<file path="src/rtl/capture_sequencer.sv">
// capture_sequencer: arms the trigger block, waits a post-trigger offset, then writes
// N fixed-length segments into a linear sample buffer and reports done/overflow/abort.
module capture_sequencer #(
  parameter int ADDR_W = 14,
  parameter int SEG_W  = 8
) (
  input  logic              clk,
  input  logic              reset,
  input  logic              arm_req_i,
  input  logic              abort_i,
  input  logic              ack_i,
  input  logic              trigger_i,
  input  logic [31:0]       offset_i,
  input  logic [31:0]       samples_i,
  input  logic [SEG_W-1:0]  segments_i,
  output logic              arm_o,
  output logic              sample_we_o,
  output logic [ADDR_W-1:0] sample_addr_o,
  output logic              busy_o,
  output logic              done_o,
  output logic              overflow_o,
  output logic              aborted_o,
  output logic [SEG_W-1:0]  seg_count_o,
  output logic [2:0]        state_o
);
  typedef enum logic [2:0] {
    IDLE    = 3'd0,
    ARMED   = 3'd1,
    DELAY   = 3'd2,
    CAPTURE = 3'd3,
    REARM   = 3'd4,
    DONE    = 3'd5
  } state_t;
  state_t state, state_nx;
  logic [31:0] offset_q, last_q, dly_cnt, wr_cnt;
  logic [SEG_W-1:0] seg_q, seg_cnt;
  logic [SEG_W:0] seg_inc;
  logic [ADDR_W-1:0] addr;
  logic done_q, ovf_q, abt_q;
  logic busy, start, kill, seg_end, run_end, ovf_hit;
  always_comb begin
    busy    = state != IDLE && state != DONE;
    start   = arm_req_i && !busy;
    kill    = abort_i && busy;
    seg_inc = {1'b0, seg_cnt} + (SEG_W+1)'(1);
    seg_end = state == CAPTURE && wr_cnt == last_q;
    run_end = seg_end && seg_inc >= {1'b0, seg_q};
    // last buffer slot written while the run still wants more samples
    ovf_hit = state == CAPTURE && (&addr) && !run_end;
  end
  always_ff @(posedge clk or negedge reset) begin
    if (!reset) state <= IDLE;
    else state <= state_nx;
  end
  always_comb begin
    state_nx = state;
    if (kill) state_nx = IDLE;
    else begin
      case (state)
        IDLE:    state_nx = start ? ARMED : IDLE;
        ARMED:   state_nx = !trigger_i ? ARMED : offset_q == 32'd0 ? CAPTURE : DELAY;
        DELAY:   state_nx = dly_cnt == 32'd0 ? CAPTURE : DELAY;
        CAPTURE: state_nx = (ovf_hit || run_end) ? DONE : seg_end ? REARM : CAPTURE;
        REARM:   state_nx = trigger_i ? REARM : ARMED;
        DONE:    state_nx = start ? ARMED : ack_i ? IDLE : DONE;
        default: state_nx = IDLE;
      endcase
    end
  end
  always_comb begin
    arm_o         = state == ARMED;
    sample_we_o   = state == CAPTURE;
    busy_o        = busy;
    state_o       = state;
    sample_addr_o = addr;
    done_o        = done_q;
    overflow_o    = ovf_q;
    aborted_o     = abt_q;
    seg_count_o   = seg_cnt;
  end
  always_ff @(posedge clk or negedge reset) begin
    if (!reset) begin
      offset_q <= '0;
      last_q   <= '0;
      seg_q    <= '0;
      dly_cnt  <= '0;
      wr_cnt   <= '0;
      seg_cnt  <= '0;
      addr     <= '0;
      done_q   <= 1'b0;
      ovf_q    <= 1'b0;
      abt_q    <= 1'b0;
    end else if (start) begin
      offset_q <= offset_i;
      last_q   <= samples_i == 32'd0 ? 32'd0 : samples_i - 32'd1;
      seg_q    <= segments_i == '0 ? SEG_W'(1) : segments_i;
      wr_cnt   <= '0;
      seg_cnt  <= '0;
      addr     <= '0;
      done_q   <= 1'b0;
      ovf_q    <= 1'b0;
      abt_q    <= 1'b0;
    end else if (kill) begin
      abt_q <= 1'b1;
    end else begin
      if (!busy && ack_i) begin
        done_q <= 1'b0;
        ovf_q  <= 1'b0;
        abt_q  <= 1'b0;
      end
      if (state == ARMED && trigger_i) begin
        dly_cnt <= offset_q - 32'd1;
        wr_cnt  <= '0;
      end
      if (state == DELAY) dly_cnt <= dly_cnt - 32'd1;
      if (state == CAPTURE) begin
        if (!(&addr)) addr <= addr + ADDR_W'(1);
        wr_cnt <= seg_end ? 32'd0 : wr_cnt + 32'd1;
        if (seg_end) seg_cnt <= seg_inc[SEG_W-1:0];
        if (ovf_hit) ovf_q <= 1'b1;
        else if (run_end) done_q <= 1'b1;
      end
    end
  end
endmodule

</file>
<file path="config.mk">
export PLATFORM = sky130hd
export DESIGN_NAME = capture_sequencer
export DESIGN_NICKNAME = d
export VERILOG_FILES = /design/src/rtl/capture_sequencer.sv
export SDC_FILE = /design/constraint.sdc
export NUM_CORES = 1
export LEC_CHECK = 0
export CORE_MARGIN = 2
export CORE_UTILIZATION = 28
export DETAILED_ROUTE_END_ITERATION = 7
export SLEW_MARGIN = 20
export SYNTH_ARGS = -nofsm -noshare
export SYNTH_HDL_FRONTEND = slang
export SYNTH_SLANG_ARGS = --single-unit
</file>
<file path="constraint.sdc">
create_clock -name clk -period 3.3 [get_ports clk]
set_input_delay 0.33 -clock clk [delete_from_list [all_inputs] [get_ports clk]]
set_output_delay 0.33 -clock clk [all_outputs]
set_load 0.01 [all_outputs]
</file>
==> impl_metrics.ini, run 1 <==
[timing]
whs_ns = -0.0153
setup_viol = 0
timing.fmax_mhz = 337
max_slew_margin = 0.388
period_needed_ns = 2.97
skew_ns = 0.0173
fin_ws_ns = 0.330
fin_tns_setup_ns = 0
min_period_over_period = 0.900
rsz0062_at_grt = no
hold_viol = 22
max_slew.worst_pin.slew_ns = 0.910
finalMaxSlewViolations = 0

[finish]
diodes = 0
post-route-util = 0.345
syn_to_final_growth_pct = 21.8
nets = 1374
drive_gt1_frac = 0.0718

[clock_network]
cts.clk_slew.worst_paths_ns = 0.07
clockRootBuffer = clkbuf_16
cts_setup_buffers = 0
cts_resized = 0
clockBufferDepth = 2
h-tree-depth = 4
clk_latency_ns = 0.45
hold_buffers = 0
cts_tree = built
clock-sinks = 164
numCtsBuffers = 17

[synth]
synth_cell_types = 90
synth_common_cells = nand2_1 (216), dfrtp_1 (164), nor2_1 (80)
ys.flop_type = dfrtp_1
synth-edff-count = 0
synthTopCellsByArea = dfrtp_1 (40%), nand2_1 (7.9%), xnor2_1 (4.8%)
async_reset_ff_frac = 1.00
synth_nets = 1289
synth_area_leader_cell = dfrtp_1
synth_seq_area_share = 0.399
ys_seq_elements = 164
netlist_instances = 1198
yosysWarnings = 0
synth.most_common_cell = nand2_1
synth_top_area_frac = 0.399
synth_area_um2 = 10300
synth_area_per_cell_um2 = 8.58

[grt]
grt_use_met2 = 0.262
gr-usage-all-layers = 0.152
globalRouteMet3Util = 0.0228
antenna_found_initial = 0
grt_pass1_vias = 9011
met1_usage = 0.196
overflow = 0
top_usage_layer = met2
grt_pass1_wl_um = 47400
grt_max_degree = 92

[worst_setup_path]
crit_path_end_kind = flop
path_max_fanout = 7
cp-start-kind = flop
cp.required_ns = 3.61
r2r-start = seg_count_o[2]
criticalPathCategory = flop to flop
worstPathArrival_ns = 3.28
startpoint = seg_count_o[2]

[power]
clockPowerShare = 0.226
peakVddDrop_uv = 350
power.switching_mw = 3.82
powerDensity_nw_per_um2 = 724
power_frac_seq = 0.387
cellLeakagePower_nw = 4.98
p_comb_frac = 0.387
p_int_mw = 5.24
switching_share = 0.422

[die]
die_area_um2 = 38300
row_count = 70
start_util = 0.283
core_um2 = 36300
die_h_um = 196
io_pins = 109
fp.dieW_um = 196

[route]
wl_per_cell_um = 16.4
num_vias = 9223
first_pass_iters = 5
drt.antenna.violating_nets = 0
drt_wl_total_um = 29000
viasPerCell = 5.23
dr.first_iter.drc_count = 590
post-route-drc-count = 0

[run]
cap_violations = 0

[outcome]
violations = negative hold slack
outcome = complete, but fails checks

[min_path]
hold_class = input pin to async pin

[placed_design]
dp_slack_ns = 0.374
gp_congestion = 0.867
io_buffers = 108
dp_hpwl_um = 20500
==> per-layer routing <==
layer | share of wire | wire (µm)
met3 | 0.038 | 1100
met5 | 0 | 0
met1 | 0.45 | 13100
met4 | 0.017 | 502
met2 | 0.49 | 14300
==> placed cells by master, fill, tap and decap left out, types with 5 or more instances in the layout <==
cell type and instances:
a21o_1 8, and3_1 17, or3_1 18, clkdlybuf4s50_1 107
o22ai_1 8, or2_2 6, nor4_1 17, xnor2_1 56
a31oi_1 11, or4_1 13, clkbuf_16 17, o21ai_0 53
xor2_1 24, nand4b_1 5, o211ai_1 10, o21ai_1 5
nand2b_1 7, inv_1 28, nand2_1 215, and4_1 5
clkinv_8 7, o31ai_1 30, o211a_1 7, nor2_1 80
nand3_1 33, dfrtp_1 164, buf_4 21, a221o_1 5
o21a_1 13, a22oi_1 14, o2111ai_1 5, mux2i_1 28
nand4_1 25, a211oi_1 7, ha_1 13, nor3_1 53
a21oi_1 56
==> area by class of cell <==
class	instances	area (µm²)
Fill cell	3717	23800
Multi-Input combinational cell	939	5790
Sequential cell	164	4100
Timing Repair Buffer	133	1320
Tap cell	468	586
Clock buffer	17	425
Clock inverter	15	189
Inverter	28	105
==> power groups by stage <==
stage	Combinational [mW]	Sequential [mW]	Clock [mW]
5_1_grt	3.96	3.62	2.18
4_1_cts	3.55	3.50	2.10
3_3_place_gp	3.46	3.51	0
6_report	3.51	3.51	2.05
3_5_place_dp	3.53	3.53	0
2_1_floorplan	2.51	3.30	0
==> stage by stage <==
stage / std cells / power (mW) / cell area, µm² / hold slack [ns]
5_1_grt: 1764 / 9.76 / 12500 / 0.0411
2_1_floorplan: 1198 / 5.80 / 10300 / 0.0344
3_3_place_gp: 1732 / 6.97 / 11900 / 0.488
3_5_place_dp: 1732 / 7.06 / 11900 / 0.480
4_1_cts: 1764 / 9.15 / 12500 / 0.0173
6_report: 1764 / 9.07 / 12500 / -0.0153
==> path summary, 6_finish.rpt <==
| path | to | slack (ns) | cells past startpoint |
|---|---|---|---|
| max in group asynchronous | dly_cnt[11] | 2.42 | 2 |
| min in group clk | offset_q[10] | 0.42 | 3 |
| hold reg to reg | last_q[30] | 0.51 | 2 |
| setup reg to reg | state_o[0] | 0.33 | 11 |
| setup / recovery | state_o[0] | 0.33 | 11 |
| hold / removal | dly_cnt[30] | -0.02 | 1 |
==> logic make-up (layout without fill, tap and decap cells) <==
logic type | Yosys count | after routing | synth area share
XOR/XNOR | 80 | 80 | 0.0682
buffers and inverters | 95 | 193 | 0.0389
AO/OA/AOI/OAI | 280 | 280 | 0.187
multiplexers | 32 | 32 | 0.0316
adder cells (fa/ha/maj) | 13 | 13 | 0.0158
flip-flops | 164 | 164 | 0.399
AND/OR/NAND/NOR | 534 | 534 | 0.260
==> worst max-delay path: stages (launching register included) <==
cell      delay, ns
dfrtp_1        0.47
nand3_1        0.20
or2_2          0.38
nor2_1         0.16
xnor2_1        0.17
ha_1           0.28
and4_1         0.21
a21oi_1        0.16
o221ai_1       0.13
a31oi_1        0.33
nor3b_1        0.26
o22ai_1        0.11
==> state kept, by name, indices dropped and copies added (netlist names) <==
name,count
sample_addr_o,14
offset_q,32
seg_q,8
done_o,1
state_o,3
wr_cnt,32
aborted_o,1
dly_cnt,32
seg_count_o,8
last_q,32
overflow_o,1
(Power assumes the default switching activity.)
==> run 2, diff against run 1 <==
Clock period 3.3 ns to 2.4 ns, I/O delays scaled along.
==> run 2 against run 1 <==
  * The run ends with negative setup slack left
  * Sequential cell count stayed put
  * Maximum frequency increased by 20%
  * Combinational power grew 67%
  * Largest cell class unchanged
  * Critical endpoint unchanged
  * Largest power group is now combinational logic
  * Via count rose by 5.1%
  * Critical path depth grew 1
==> impl_metrics.ini, run 2 (synthesis results as in run 1) <==
[worst_setup_path]
path_max_fanout = 3
crit_chain = ha_4 > nand3_2 > or2_4 > xnor2_2 > ha_1 > and4_1 > a21oi_1 > o221ai_1 > a31oi_1 > buf_4 > nor3b_2 > o22ai_1
r2r_slack_ns = -0.07
regToRegEndpoint = state_o[0]
startpoint = seg_count_o[0]
slowest_delay_ns = 0.41
crit_path_end_kind = flop
cp-start-kind = flop
cp.depth = 12
worstPathArrival_ns = 2.78
critPathSlowestCell = dfrtp_2
criticalPathCategory = flop to flop
r2r-start = seg_count_o[0]
cp.buffers_inverters = 1
cp_top_family = simple AND/OR/NAND/NOR gates
reg2reg_depth = 12
cp.required_ns = 2.72

[clock_network]
clock-sinks = 164
clk_latency_ns = 0.44
h-tree-depth = 4
cts_tree = built
numCtsBuffers = 17
clockBufferDepth = 2
clockRootBuffer = clkbuf_16
cts.clk_slew.worst_paths_ns = 0.07

[die]
io_pins = 109
start_util = 0.283
die_h_um = 196
row_count = 70
fp.dieW_um = 196
die_area_um2 = 38300
core_um2 = 36300

[grt]
grt_max_degree = 60
overflow = 0
gr-usage-all-layers = 0.156
antenna_found_initial = 0
grt_pass1_wl_um = 48600
grt_pass1_vias = 9486

[timing]
min_period_over_period = 1.03
timing.fmax_mhz = 405
skew_ns = 0.0108
max_slew_margin = 0.608
fin_ws_ns = -0.0676
setup_viol = 2
rsz0062_at_grt = yes
finalMaxSlewViolations = 0
period_needed_ns = 2.47
hold_viol = 0
max_slew.worst_pin.slew_ns = 0.588

[power]
p_int_mw = 8.00
p_comb_frac = 0.437
clockPowerShare = 0.215
switching_share = 0.403
cellLeakagePower_nw = 5.57
peakVddDrop_uv = 475
power_frac_seq = 0.348
power.switching_mw = 5.39
power.total_mw = 13.4
powerDensity_nw_per_um2 = 987

[finish]
mostFrequentLayoutCell = nand2_1
diodes = 0
drive_gt1_frac = 0.160
final_cell_mix = nand2_1 (215), dfrtp_1 (161), buf_4 (111)
instances_no_fill = 1866
nets = 1476
syn_to_final_growth_pct = 32.0

[run]
cap_violations = 0

[placed_design]
dp_hpwl_um = 21400
gp_congestion = 0.872
io_buffers = 108
dp.cells = 1823
dp_slack_ns = -0.135

[min_path]
min-delay-start = offset_i[11]
hold_class = input pin to flop
hold_path_depth = 3
holdPathEnd = offset_q[11]

[route]
num_vias = 9696
first_pass_iters = 5
post-route-drc-count = 0
drt.antenna.violating_nets = 0
viasPerCell = 5.20
dr.first_iter.drc_count = 543
drt_wl_total_um = 29400
wl_per_cell_um = 15.8

[outcome]
outcome = complete, but fails checks
violations = negative setup slack
run 2: changes by cell type in the layout (fill, tap and decap cells not counted), moves of 3 or more:
cell and change:
buf_6 +4, clkinv_8 -5, or2_2 -3, dfrtp_2 +3, xnor2_2 +3, buf_12 +7
xnor2_1 -3, buf_4 +90, dfrtp_1 -3, or2_4 +3
run 2: through the flow:
stage	util	cell area (µm²)	TNS [ns]	hold WS, ns
4_1_cts	0.370	13500	-0.185	0.316
6_report	0.373	13600	-0.0961	0.330
3_3_place_gp	0.351	12700	-0.253	0.255
3_5_place_dp	0.351	12700	-0.936	0.260
5_1_grt	0.373	13600	-1.05	0.324
2_1_floorplan	-	10400	-3.21	-0.0556
run 2: area by class of cell:
class	count	area, µm²
tap	468	586
timing repair buffer	235	2190
clock inverter	15	194
inverter	28	105
fill	3627	22800
sequential	164	4110
clock buffer	17	425
multi-input combinational	939	5960
run 2: routing by layer:
metal  part of all wire  global-route usage  vias up  wire length (µm)
met5                  0                   0        -                 0
met4              0.013              0.0396        0               388
met3              0.036              0.0266       28              1060
met2               0.50               0.272      203             14700
met1               0.45               0.199     4727             13300
li1                   -                   -     4738                 -
run 2: timing repair:
item	4_1_cts	5_1_grt
buffers inserted	6	4
gates resized for setup	6	16
hold buffers	1	0
gates cloned	0	0
setup endpoints to repair	8	25
hold endpoints to repair	57	0
pin swaps	9	8
run 2: worst max-delay path by stage:
| stage | endpoint |
|---|---|
| CTS | state_o[0] |
| global placement | state_o[0] |
| detailed placement | state_o[0] |
| finish | state_o[0] |
| floorplan | dly_cnt[30] |
| global route | state_o[0] |
run 2: tightest hold or removal path, cell delays in order:
cell             delay, ns
clkdlybuf4s50_1       0.40
nand2_1               0.06
nand2_1               0.04
run 2: power by group through the flow:
stage	logic [mW]	clock network (mW)	registers, mW
3_5_place_dp	5.74	0	4.69
5_1_grt	6.51	3.08	4.79
2_1_floorplan	3.59	0	4.54
3_3_place_gp	5.60	0	4.65
6_report	5.86	2.88	4.66
4_1_cts	5.80	2.96	4.65
==> run 3, diff against run 2 <==
Clock period 2.4 ns to 2.9 ns, I/O delays scaled along.
==> run 3 against run 2 <==
  * Non-clock buffer count is 86 lower
  * Critical path depth is 1 lower
  * Combinational power is 29% lower
  * Clock skew is 0.0035 ns higher
  * The run now ends clean
  * Count of clock-buffer cells in the layout is 2 higher
  * Worst setup slack better by 0.26 ns
  * Register-to-register slack better by 0.26 ns
  * Sequential power is 15% lower
  * Power is 22% lower
  * Final cell count is 4.6% lower
  * Via count is 4.8% lower
==> impl_metrics.ini, run 3 (synthesis results as in run 1) <==
[outcome]
outcome = finished, final reports clean

[route]
num_vias = 9231
first_pass_iters = 5
dr.first_iter.drc_count = 545
drt_wl_total_um = 28500
viasPerCell = 5.19
wl_per_cell_um = 16.0
post-route-drc-count = 0
drt.antenna.violating_nets = 0

[die]
die_h_um = 196
core_um2 = 36300
row_count = 70
fp.dieW_um = 196
start_util = 0.283
die_area_um2 = 38300
io_pins = 109

[power]
clockPowerShare = 0.227
powerDensity_nw_per_um2 = 824
p_int_mw = 6.22
switching_share = 0.407
power.switching_mw = 4.26
power_frac_seq = 0.378
power.total_mw = 10.5
peakVddDrop_uv = 396
cellLeakagePower_nw = 5.08
p_comb_frac = 0.395

[clock_network]
h-tree-depth = 4
clockRootBuffer = clkbuf_16
cts_tree = built
cts.clk_slew.worst_paths_ns = 0.07
clk_latency_ns = 0.44
clockBufferDepth = 2
clock-sinks = 164
numCtsBuffers = 17

[placed_design]
io_buffers = 108
dp_slack_ns = 0.0891
place_area_um2 = 12100
dp.cells = 1744
gp_congestion = 0.877
dp_hpwl_um = 20200

[finish]
syn_to_final_growth_pct = 23.7
stdcell_area_um2 = 12700
instances_no_fill = 1780
nFillCells = 3709
post-route-util = 0.350
diodes = 0
final_cell_mix = nand2_1 (215), dfrtp_1 (164), clkdlybuf4s50_1 (107)
nets = 1390
mostFrequentLayoutCell = nand2_1
drive_gt1_frac = 0.0854

[worst_setup_path]
r2r_slack_ns = 0.19
reg2reg_depth = 11
crit_path_end_kind = flop
endpoint = state_o[0]
cp.required_ns = 3.23
worstPathArrival_ns = 3.04
path_max_fanout = 4
cp-start-kind = flop
criticalPathCategory = flop to flop
startpoint = seg_count_o[1]
regToRegEndpoint = state_o[0]
r2r-start = seg_count_o[1]

[grt]
grt_max_degree = 86
overflow = 0
grt_pass1_wl_um = 47100
gr-usage-all-layers = 0.151
antenna_found_initial = 0
grt_pass1_vias = 9047

[timing]
period_needed_ns = 2.71
max_slew_margin = 0.375
setup_viol = 0
max_slew.worst_pin.slew_ns = 0.933
fin_ws_ns = 0.189
hold_viol = 0
min_period_over_period = 0.935
finalMaxSlewViolations = 0
timing.fmax_mhz = 369
skew_ns = 0.0143

[run]
cap_violations = 0

[min_path]
hold_class = input pin to flop
run 3: power groups by stage:
stage | sequential [mW] | clock [mW] | combinational [mW]
after global placement | 3.97 | 0 | 4.05
after global routing | 4.09 | 2.54 | 4.65
after floorplan | 3.75 | 0 | 2.90
final | 3.97 | 2.38 | 4.14
after CTS | 3.96 | 2.44 | 4.16
after detailed placement | 4.00 | 0 | 4.14
run 3: layout make-up:
type | count | area (µm²) | area share
well taps | 468 | 586 | 0.0460
clock buffers | 19 | 443 | 0.0348
repair buffers | 149 | 1490 | 0.117
multi-input cells | 939 | 5830 | 0.458
flip-flops and latches | 164 | 4100 | 0.323
inverters | 28 | 105 | 0.00826
clock inverters | 13 | 163 | 0.0128
run 3: worst max-delay path, stage by stage (launching register included):
cell      delay (ns)
dfrtp_1         0.41
ha_2            0.23
nand3_1         0.17
or2_4           0.32
xnor2_1         0.13
ha_1            0.29
and4_1          0.20
a21oi_1         0.14
o221ai_1        0.14
a31oi_2         0.27
nor3b_2         0.21
o22ai_1         0.10
run 3: metrics by stage:
step | hold WS (ns) | setup TNS [ns]
final | 0.380 | 0
after global routing | 0.390 | -0.0668
after CTS | 0.368 | 0
after detailed placement | 0.399 | 0
after global placement | 0.400 | 0
after floorplan | -0.00559 | 0
run 3: how the worst min path moves through the flow:
stage | start | endpoint | slack [ns] | cells past startpoint
3_5_place_dp | reset | offset_q[12] | 0.40 | 1
3_3_place_gp | reset | offset_q[12] | 0.40 | 1
2_1_floorplan | reset | aborted_o | -0.006 | 0
4_1_cts | offset_i[10] | offset_q[10] | 0.37 | 3
6_report | offset_i[23] | offset_q[23] | 0.38 | 3
5_1_grt | offset_i[31] | offset_q[31] | 0.39 | 3
run 3: layer usage:
layer	GRT usage	part of all wire	up-vias
met3	0.0242	0.036	25
li1	-	-	4566
met5	0	0	-
met4	0.0396	0.014	0
met1	0.195	0.46	4445
met2	0.263	0.49	195
run 3: timing repair:
item | 4_1_cts | 5_1_grt
hold endpoints to repair | 78 | 0
hold buffers | 1 | 0
setup endpoints to repair | 0 | 3
buffers inserted | 0 | 3
resized for setup | 0 | 5
